==> config.mk <==
export PLATFORM = sky130hd
export DESIGN_NAME = ps2_cmd_ctrl
export DESIGN_NICKNAME = d
export VERILOG_FILES = /design/src/rtl/ps2_ctrl_pkg.sv /design/src/rtl/ps2_cmd_ctrl.sv
export SDC_FILE = /design/constraint.sdc
export NUM_CORES = 1
export LEC_CHECK = 0
export BUFFER_PORTS_ARGS = -buffer_cell sky130_fd_sc_hd__buf_2
export CORE_MARGIN = 2
export CORE_UTILIZATION = 45
export CTS_CLUSTER_SIZE = 14
export DETAILED_ROUTE_END_ITERATION = 7
export GPL_TIMING_DRIVEN = 0
export PLACE_DENSITY_LB_ADDON = 0.12
export SETUP_SLACK_MARGIN = 0.5
export SLEW_MARGIN = 5
export SYNTH_ARGS = -nofsm -noshare
export SYNTH_HDL_FRONTEND = slang
export SYNTH_SLANG_ARGS = --single-unit
==> constraint.sdc <==
create_clock -name clk -period 6 [get_ports clk]
set_input_delay 1.2 -clock clk [delete_from_list [all_inputs] [get_ports clk]]
set_output_delay 1.2 -clock clk [all_outputs]
set_load 0.05 [all_outputs]
==> src/rtl/ps2_ctrl_pkg.sv <==
// rtl/ps2_ctrl_pkg.sv - shared states, error codes and device reply bytes for the PS/2 command controller
package ps2_ctrl_pkg;

  typedef enum logic [2:0] {
    IDLE,
    SEND,
    TX_START,
    TX_DONE,
    WAIT_RX,
    DONE,
    ERR
  } state_t;

  typedef enum logic [1:0] {
    ERR_NONE    = 2'b00,
    ERR_TIMEOUT = 2'b01,
    ERR_RETRY   = 2'b10,
    ERR_DEVICE  = 2'b11
  } err_t;

  localparam logic [7:0] PS2_ACK     = 8'hFA;
  localparam logic [7:0] PS2_RESEND  = 8'hFE;
  localparam logic [7:0] PS2_DEV_ERR = 8'hFC;

endpackage

==> src/rtl/ps2_cmd_ctrl.sv <==
// rtl/ps2_cmd_ctrl.sv - PS/2 command sequencer with ACK/RESEND handling, timeout and RX FIFO arbitration
module ps2_cmd_ctrl
  import ps2_ctrl_pkg::*;
#(
  parameter int TIMEOUT_CYC = 2_000_000,
  parameter int MAX_RETRY   = 3
) (
  input  logic       clk,
  input  logic       reset,
  input  logic       cmd_start,
  input  logic [7:0] cmd_byte,
  input  logic       cmd_has_arg,
  input  logic [7:0] cmd_arg,
  output logic       cmd_busy,
  output logic       cmd_done_tick,
  output logic       cmd_err,
  output logic [1:0] err_code,
  output logic       wr_ps2,
  output logic [7:0] ps2_tx_data,
  input  logic       ps2_tx_idle,
  input  logic [7:0] ps2_rx_data,
  input  logic       ps2_rx_buf_empty,
  output logic       rd_ps2_packet,
  input  logic       host_rd,
  output logic [7:0] host_rx_data,
  output logic       host_rx_empty
);

  localparam int TW = (TIMEOUT_CYC > 1) ? $clog2(TIMEOUT_CYC) : 1;
  localparam int RW = (MAX_RETRY > 0) ? $clog2(MAX_RETRY + 1) : 1;
  localparam logic [TW-1:0] T_LAST = TW'(TIMEOUT_CYC - 1);
  localparam logic [RW-1:0] R_LAST = RW'(MAX_RETRY);

  state_t        state, next_state;
  err_t          err_q, err_next;
  logic [TW-1:0] timer;
  logic [RW-1:0] retry;
  logic [7:0]    arg_q;
  logic          has_arg_q;
  logic          arg_phase;
  logic          rx_valid;
  logic          in_wait;
  logic          timed_out;
  logic          load_arg;
  logic          bump_retry;

  assign rx_valid  = (state == WAIT_RX) && !ps2_rx_buf_empty;
  assign in_wait   = (state == TX_START) || (state == TX_DONE) || (state == WAIT_RX);
  assign timed_out = in_wait && (timer == T_LAST);
  assign err_code  = err_q;

  always_ff @(posedge clk or posedge reset) begin
    if (reset) state <= IDLE;
    else       state <= next_state;
  end

  always_comb begin
    next_state = state;
    err_next   = ERR_NONE;
    load_arg   = 1'b0;
    bump_retry = 1'b0;
    case (state)
      IDLE:     if (cmd_start) next_state = SEND;
      SEND:     next_state = TX_START;
      TX_START: begin
        if (!ps2_tx_idle) next_state = TX_DONE;
        else if (timed_out) begin
          next_state = ERR;
          err_next   = ERR_TIMEOUT;
        end
      end
      TX_DONE: begin
        if (ps2_tx_idle) next_state = WAIT_RX;
        else if (timed_out) begin
          next_state = ERR;
          err_next   = ERR_TIMEOUT;
        end
      end
      WAIT_RX: begin
        if (timed_out) begin
          next_state = ERR;
          err_next   = ERR_TIMEOUT;
        end
        // A recognised reply in the same cycle as the timeout still wins
        if (rx_valid) begin
          if (ps2_rx_data == PS2_ACK) begin
            err_next = ERR_NONE;
            if (!arg_phase && has_arg_q) begin
              next_state = SEND;
              load_arg   = 1'b1;
            end else begin
              next_state = DONE;
            end
          end else if (ps2_rx_data == PS2_RESEND) begin
            if (retry == R_LAST) begin
              next_state = ERR;
              err_next   = ERR_RETRY;
            end else begin
              next_state = SEND;
              err_next   = ERR_NONE;
              bump_retry = 1'b1;
            end
          end else if (ps2_rx_data == PS2_DEV_ERR) begin
            next_state = ERR;
            err_next   = ERR_DEVICE;
          end
        end
      end
      DONE:    next_state = IDLE;
      ERR:     next_state = IDLE;
      default: next_state = IDLE;
    endcase
  end

  always_comb begin
    cmd_busy      = (state != IDLE);
    wr_ps2        = (state == SEND);
    cmd_done_tick = (state == DONE) || (state == ERR);
    rd_ps2_packet = rx_valid || (host_rd && !ps2_rx_buf_empty && (state == IDLE));
    host_rx_data  = ps2_rx_data;
    host_rx_empty = ps2_rx_buf_empty || (state != IDLE);
  end

  always_ff @(posedge clk or posedge reset) begin
    if (reset) begin
      ps2_tx_data <= 8'h00;
      arg_q       <= 8'h00;
      has_arg_q   <= 1'b0;
      arg_phase   <= 1'b0;
      retry       <= '0;
      timer       <= '0;
      cmd_err     <= 1'b0;
      err_q       <= ERR_NONE;
    end else begin
      if ((state == IDLE) && cmd_start) begin
        ps2_tx_data <= cmd_byte;
        arg_q       <= cmd_arg;
        has_arg_q   <= cmd_has_arg;
        arg_phase   <= 1'b0;
        retry       <= '0;
        cmd_err     <= 1'b0;
        err_q       <= ERR_NONE;
      end
      if (load_arg) begin
        ps2_tx_data <= arg_q;
        arg_phase   <= 1'b1;
        retry       <= '0;
      end
      if (bump_retry) retry <= retry + RW'(1);
      if ((next_state == ERR) && (state != ERR)) begin
        cmd_err <= 1'b1;
        err_q   <= err_next;
      end
      // Every state change restarts the wait budget; the count holds at its last value
      if (next_state != state) timer <= '0;
      else if (in_wait && !timed_out) timer <= timer + TW'(1);
    end
  end

endmodule

==> flow_summary.yaml, run 1 <==
timing:
  tightest_slew_ps: 1000
  timing.final.crit_share: 0.505
  relSlewSlack: 0.330
  hold_viol: 0
  tns_ps: 0
  fmax_mhz: 330
  setup_viol: 0
  slew_violations: 0
  rsz0062_at_grt: "no"
  finClkSkew_ps: 2.53
  fin_crit_ps: 3030
synth:
  synth_flop_cell: "dfrtp_1"
  synth_nets: 331
  synth_edf_count: 0
  synth_area_leaders: "dfrtp_1 (44%), nand2_1 (8.1%), xnor2_1 (5.6%)"
  synth_top_area_frac: 0.440
  yosys-top-cells-count: "nand2_1 (58), dfrtp_1 (47), nor2_1 (32)"
  yosys.cell_count.top_type: "nand2_1"
  yosysWarningCount: 0
  ys_ff_latch: 47
  netlist_instances: 298
  yosysTopAreaCell: "dfrtp_1"
  seq_area_frac_synth: 0.440
  syn_area_per_cell_um2: 8.97
  ys_types: 54
  syn_area_um2: 2670
  synthArstFlopShare: 1.00
clock_network:
  cts-htree-levels: 2
  cts-root-buf: "clkbuf_8"
  ctsResizeCount: 0
  cts_buffer_depth: 2
  cts_buffers: 5
  hold_buffers: 0
  clock_sinks: 47
  path_clk_slew_ps: 80
  cts_tree: "done"
  clk_latency_ps: 290
  cts_setup_buffers: 0
drt:
  drc_errors: 0
  wire_per_inst_um: 13.7
  drt_iter0_markers: 140
  drtAntennaViolNets: 0
  drt_wl_total_um: 5930
  via_count: 2306
  firstDrtPassIters: 6
  vias_per_cell: 5.34
power_and_ir_drop:
  p_leak_nw: 1.49
  p_per_area_nw_per_um2: 396
  ir_drop_v: 0.000176
  totalPowerFinal_mw: 1.24
setup_path:
  worstSetupEndpointType: "primary output"
  cp-start-kind: "register"
  regToRegSetupSlack_ps: 3440
  crit_type: "reg -> out"
  r2r_end: "retry[0]"
  rr_worst_depth: 7
  reg2reg_from: "state[0]"
  cp_data_arrival_time_ps: 1830
  cp_max_fo: 10
  critPathRequiredTime_ps: 4800
finish:
  diodes: 0
  fin_util: 0.537
  layout.nets: 391
  final_cells: 432
  drive_above_1_share: 0.249
  syn2layout_area_growth_pct: 16.9
  fill_cells: 571
placed_design:
  place_congestion: 0.851
  dpl.hpwl_um: 4450
  portBuffers: 52
  dp.cells: 426
global_route:
  grt_max_degree: 27
  overflow: 0
  gr-usage-all-layers: 0.195
  grt_pass1_vias: 2189
  grt_pass1_wl_um: 9960
  antenna_found_initial: 0
worst_hold_path:
  holdPathEnd: "arg_phase"
  hold_depth: 1
  worstHoldPathType: "reg -> reg"
  min_from: "arg_phase"
die:
  dieHeight_um: 81.1
  core_area_um2: 5820
  dieArea_um2: 6570
  die_x_um: 81.1
  ios: 55
  core.rowCount: 28
  start_util: 0.460
outcome:
  status: "finished clean"
run:
  drv_cap: 0
[cells by family after synthesis]
group,Yosys count,share of synthesized area
AND/OR/NAND/NOR,159,0.305
flip-flops,47,0.440
AO/OA/AOI/OAI,36,0.102
buffers and inverters,29,0.0595
XOR/XNOR,22,0.0721
multiplexers,3,0.0117
adder cells (fa/ha/maj),2,0.00936
[critical path, cell delays in order (launching register included)]
cell	delay, ps
dfrtp_1	380
clkbuf_1	240
or2_2	380
nor2_1	200
inv_1	110
buf_2	220
[final cells by class]
type,instances,area (µm²),share of cell area
clock inverter,1,7.51,0.00240
clock buffer,5,68.8,0.0220
buffer,21,129,0.0413
timing repair buffer,53,280,0.0897
multi-input combinational,222,1340,0.428
tap,75,93.8,0.0300
inverter,8,30.0,0.00962
sequential,47,1180,0.377
[sequential cells by signal, indices dropped and copies added (netlist names)]
name and flops:
state 3, retry 2, has_arg_q 1, timer 21
arg_q 8, ps2_tx_data 8, arg_phase 1, err_code 2
cmd_err 1
[worst max path at each step]
stage / to / start / cells past startpoint / slack, ps
floorplan: rd_ps2_packet / ps2_rx_buf_empty / 1 / 2500
global placement: retry[1] / ps2_rx_data[0] / 7 / 2760
detailed placement: retry[0] / ps2_rx_data[0] / 7 / 2730
CTS: cmd_busy / state[0] / 5 / 2960
global route: cmd_busy / state[1] / 5 / 2860
finish: cmd_busy / state[0] / 5 / 2970
[placed cells by master, fill, tap and decap left out, types with 7 or more instances in the layout]
cell and n:
xnor2_1 17, a22oi_1 9, nand3_1 12, nand2_1 58, nor3_1 9, buf_2 53, clkbuf_1 9, buf_4 9
nand4_1 8, dfrtp_1 47, inv_1 7, nor2_1 32
[metrics by stage]
stage                     hold WS (ps)  cell area (µm²)  setup slack, ps
final                              479             3120             2970
after global routing               500             3120             2860
after CTS                          476             3120             2960
after detailed placement           457             3050             2730
after global placement             450             3030             2760
after floorplan                    441             2670             2500
[where the power goes]
| group | leakage [nW] | switching (mW) | internal [mW] |
|---|---|---|---|
| sequential | 0.625 | 0.0408 | 0.389 |
| combinational | 0.831 | 0.444 | 0.184 |
| clock | 0.0361 | 0.102 | 0.0775 |
| total | 1.49 | 0.587 | 0.650 |
[layer usage]
metal  GRT usage  up-vias  share of wire
met3      0.0344        9          0.059
met2       0.334       74           0.47
met5           0        -              0
met4      0.0492        0          0.010
li1            -     1131              -
met1       0.256     1092           0.46
No activity file was read; power rests on OpenSTA's default activity.
==> run 2, diff against run 1 <==
==> constraint.sdc (replaced) <==
create_clock -name clk -period 3.1 [get_ports clk]
set_input_delay 0.62 -clock clk [delete_from_list [all_inputs] [get_ports clk]]
set_output_delay 0.62 -clock clk [all_outputs]
set_load 0.05 [all_outputs]
==> flow_summary.yaml, run 2 (synthesis gave the netlist of run 1 again) <==
finish:
  final_area_um2: 3160
  mostFrequentLayoutCell: "nand2_1"
  diodes: 0
  multi_input_area_um2: 1350
  layout.area.seq_um2: 1180
  largest_reg_flops: 21
  final_cell_mix: "nand2_1 (58), buf_2 (53), dfrtp_1 (47)"
  regMostFlops: "timer"
  reg_top3: "timer x21, arg_q x8, ps2_tx_data x8"
  drive_above_1_share: 0.261
  fin_util: 0.544
  layout.nets: 394
  fill_cells: 566
  syn2layout_area_growth_pct: 18.3
global_route:
  antenna_found_initial: 0
  overflow: 0
  grt_max_degree: 27
  grt_pass1_vias: 2189
  grt_pass1_wl_um: 9960
  gr-usage-all-layers: 0.195
timing:
  finClkSkew_ps: 1.52
  rsz0062_at_grt: "no"
  tns_ps: 0
  slew_violations: 0
  fin_crit_ps: 2460
  setup_viol: 0
  hold_viol: 0
  fin_ws_ps: 643
  relSlewSlack: 0.579
  fmax_mhz: 407
  tightest_slew_ps: 629
  timing.final.crit_share: 0.792
clock_network:
  clk_latency_ps: 290
  cts_buffer_depth: 2
  clock_sinks: 47
  path_clk_slew_ps: 80
  cts_buffers: 5
  cts-htree-levels: 2
  hold_buffers: 0
  cts_tree: "done"
  cts-root-buf: "clkbuf_8"
power_and_ir_drop:
  p_per_area_nw_per_um2: 757
  power.switching_mw: 1.13
  clock_power_share: 0.145
  p_int_mw: 1.26
  seqPwrFrac: 0.347
  swShare: 0.473
  p_comb_frac: 0.507
  p_leak_nw: 1.52
  ir_drop_v: 0.000340
drt:
  drt_wl_total_um: 5950
  wl_met2_um: 2890
  firstDrtPassIters: 4
  wl_met1_um: 2680
  drtAntennaViolNets: 0
  drt_iter0_markers: 137
  route.met3.wl_um: 307
  drc_errors: 0
  vias_per_cell: 5.32
  via_count: 2314
  wire_per_inst_um: 13.7
  top_layer: "met4"
setup_path:
  critPathRequiredTime_ps: 2480
  cpPeakStageDelay_ps: 380
  worst-path-buf-inv: 3
  crit_type: "reg -> out"
  critPathTopFamily: "simple AND/OR/NAND/NOR gates"
  cp_data_arrival_time_ps: 1840
  worstPathCellList: "clkbuf_1, or2_2, nor2_1, inv_1, buf_2"
  regToRegSetupSlack_ps: 760
  cp_max_fo: 10
  worstSetupEndpointType: "primary output"
  crit_slowest_cell: "dfrtp_1"
  cp-start-kind: "register"
die:
  dieArea_um2: 6570
  dieHeight_um: 81.1
  core.rowCount: 28
  core_area_um2: 5820
  start_util: 0.460
  ios: 55
  die_x_um: 81.1
placed_design:
  placed_area_um2: 3050
  place_ws_ps: 405
  dpl.hpwl_um: 4450
  place_congestion: 0.851
  portBuffers: 52
worst_hold_path:
  worstHoldPathType: "in -> async"
run:
  drv_cap: 0
outcome:
  status: "finished clean"
run 2: worst paths after layout:
path / from / endpoint / depth (start not counted)
min in group clk: arg_phase / arg_phase / 1
max in group asynchronous: reset / state[1] / 3
setup / recovery: state[0] / cmd_busy / 5
hold reg to reg: arg_phase / arg_phase / 1
hold / removal: reset / arg_q[6] / 2
setup reg to reg: timer[12] / timer[4] / 8
run 2: layout make-up:
class	count	share of cell area
plain buffers	21	0.0412
clock buffers	5	0.0218
clock inverters	1	0.00237
inverters	8	0.00950
multi-input cells	222	0.428
flip-flops and latches	47	0.372
well taps	75	0.0297
repair buffers	56	0.0958
run 2: layer usage:
layer,GRT usage,up-vias
li1,-,1143
met1,0.256,1098
met2,0.334,65
met3,0.0344,8
met4,0.0492,0
met5,0,-
run 2: power groups by stage:
stage | combinational [mW] | sequential, mW | clock, mW
3_3_place_gp | 1.20 | 0.838 | 0
3_5_place_dp | 1.22 | 0.844 | 0
6_report | 1.21 | 0.831 | 0.348
5_1_grt | 1.32 | 0.848 | 0.380
2_1_floorplan | 0.749 | 1.02 | 0
4_1_cts | 1.22 | 0.832 | 0.357
run 2: repair_timing:
action / 4_1_cts / 5_1_grt
endpoints found under the setup margin: 2 / 20
buffers inserted: 0 / 3
resized for setup: 1 / 3
pin swaps: 0 / 1
run 2: through the flow:
stage                     power, mW  hold WS (ps)  instances
after global routing           2.55           370        435
after detailed placement       2.06           457        426
final                          2.39           334        435
after CTS                      2.41           350        432
after global placement         2.04           450        425
after floorplan                1.77           441        298
==> run 3, diff against run 2 <==
==> constraint.sdc (replaced) <==
create_clock -name clk -period 2.4 [get_ports clk]
set_input_delay 0.48 -clock clk [delete_from_list [all_inputs] [get_ports clk]]
set_output_delay 0.48 -clock clk [all_outputs]
set_load 0.05 [all_outputs]
==> flow_summary.yaml, run 3 (synthesis gave the netlist of run 1 again) <==
setup_path:
  critPathTopFamily: "simple AND/OR/NAND/NOR gates"
  timing.critical_path.from: "timer[7]"
  worst-path-buf-inv: 0
  r2r_end: "err_code[0]"
  cp.depth: 6
  cp-start-kind: "register"
  crit_slowest_cell: "dfrtp_2"
  worstSetupEndpointType: "register"
  cp-endpoint: "err_code[0]"
  worstPathCellList: "nor4b_4, nand4_1, or3b_1, a211oi_2, o31ai_2, a221o_1"
  regToRegSetupSlack_ps: 260
  cp_max_fo: 3
  cp_data_arrival_time_ps: 2330
  reg2reg_from: "timer[7]"
  cpPeakStageDelay_ps: 430
  critPathRequiredTime_ps: 2590
  crit_type: "reg -> reg"
  rr_worst_depth: 6
global_route:
  overflow: 0
  grt_max_degree: 31
  grt_pass1_wl_um: 10300
  antenna_found_initial: 0
  gr-usage-all-layers: 0.204
  grt_pass1_vias: 2220
clock_network:
  cts_tree: "done"
  cts-htree-levels: 2
  hold_buffers: 0
  clk_latency_ps: 300
  cts-root-buf: "clkbuf_8"
  cts_buffers: 5
  cts_buffer_depth: 2
  clock_sinks: 47
  path_clk_slew_ps: 90
placed_design:
  place_ws_ps: 23.5
  portBuffers: 52
  dpl.hpwl_um: 4480
  place_congestion: 0.831
  dp.cells: 426
die:
  die_x_um: 81.1
  core_area_um2: 5820
  ios: 55
  dieArea_um2: 6570
  core.rowCount: 28
  start_util: 0.460
  dieHeight_um: 81.1
power_and_ir_drop:
  p_per_area_nw_per_um2: 1060
  p_int_mw: 2.12
  seqPwrFrac: 0.277
  power.switching_mw: 1.72
  clock_power_share: 0.157
  p_leak_nw: 1.71
  ir_drop_v: 0.000629
  swShare: 0.448
  p_comb_frac: 0.566
timing:
  whs_ps: 149
  timing.final.crit_share: 0.893
  slew_violations: 0
  tightest_slew_ps: 477
  tns_ps: 0
  hold_viol: 0
  finClkSkew_ps: 11.6
  fin_ws_ps: 257
  relSlewSlack: 0.678
  setup_viol: 0
  rsz0062_at_grt: "yes"
  fin_crit_ps: 2140
  fmax_mhz: 467
finish:
  mostFrequentLayoutCell: "nand2_1"
  multi_input_area_um2: 1480
  layout.nets: 419
  layout.area.seq_um2: 1180
  reg_top3: "timer x21, arg_q x8, ps2_tx_data x8"
  final_cell_mix: "nand2_1 (57), buf_2 (51), dfrtp_1 (45)"
  regMostFlops: "timer"
  largest_reg_flops: 21
  fin_util: 0.620
  diodes: 0
  drive_above_1_share: 0.390
  syn2layout_area_growth_pct: 34.9
  final_cells: 462
  fill_cells: 559
drt:
  drc_errors: 0
  drt_iter0_markers: 83
  via_count: 2445
  drt_wl_total_um: 6610
  wire_per_inst_um: 14.3
  drtAntennaViolNets: 0
  vias_per_cell: 5.29
  firstDrtPassIters: 4
outcome:
  status: "finished clean"
run:
  drv_cap: 0
worst_hold_path:
  worstHoldPathType: "in -> async"
run 3: routing by layer:
metal,up-vias,routed length [µm],track usage
li1,1190,-,-
met1,1186,3000,0.274
met2,65,3280,0.346
met3,4,292,0.0356
met4,0,38,0.0407
met5,-,0,0
run 3: area by class of cell:
cell class	count	share of cell area
Multi-Input combinational cell	222	0.411
Sequential cell	47	0.327
Timing Repair Buffer	81	0.150
Buffer	21	0.0461
Tap cell	75	0.0260
Clock buffer	5	0.0191
Clock inverter	3	0.0128
Inverter	8	0.00833
run 3: worst min path at each step:
stage	from	end	cells after the start
after floorplan	arg_phase	arg_phase	1
after global placement	arg_phase	arg_phase	1
after detailed placement	cmd_err	cmd_err	2
after CTS	reset	timer[12]	2
after global routing	reset	timer[12]	2
final	reset	timer[12]	2
run 3: power by group through the flow:
stage / Combinational, mW / Clock (mW) / Sequential (mW)
after detailed placement: 1.63 / 0 / 1.09
after CTS: 2.03 / 0.617 / 1.06
after global routing: 2.33 / 0.656 / 1.09
final: 2.17 / 0.601 / 1.06
after global placement: 1.61 / 0 / 1.08
after floorplan: 1.02 / 0 / 1.32
run 3: timing repair:
action	4_1_cts	5_1_grt
gates cloned	2	1
buffers inserted	21	4
endpoints found under the setup margin	51	46
resized for setup	28	30
pin swaps	9	8
run 3: per-stage QoR:
step | total power, mW | area (µm²)
after floorplan | 2.34 | 2730
after global placement | 2.69 | 3090
after detailed placement | 2.72 | 3110
after CTS | 3.72 | 3480
after global routing | 4.08 | 3610
final | 3.83 | 3610
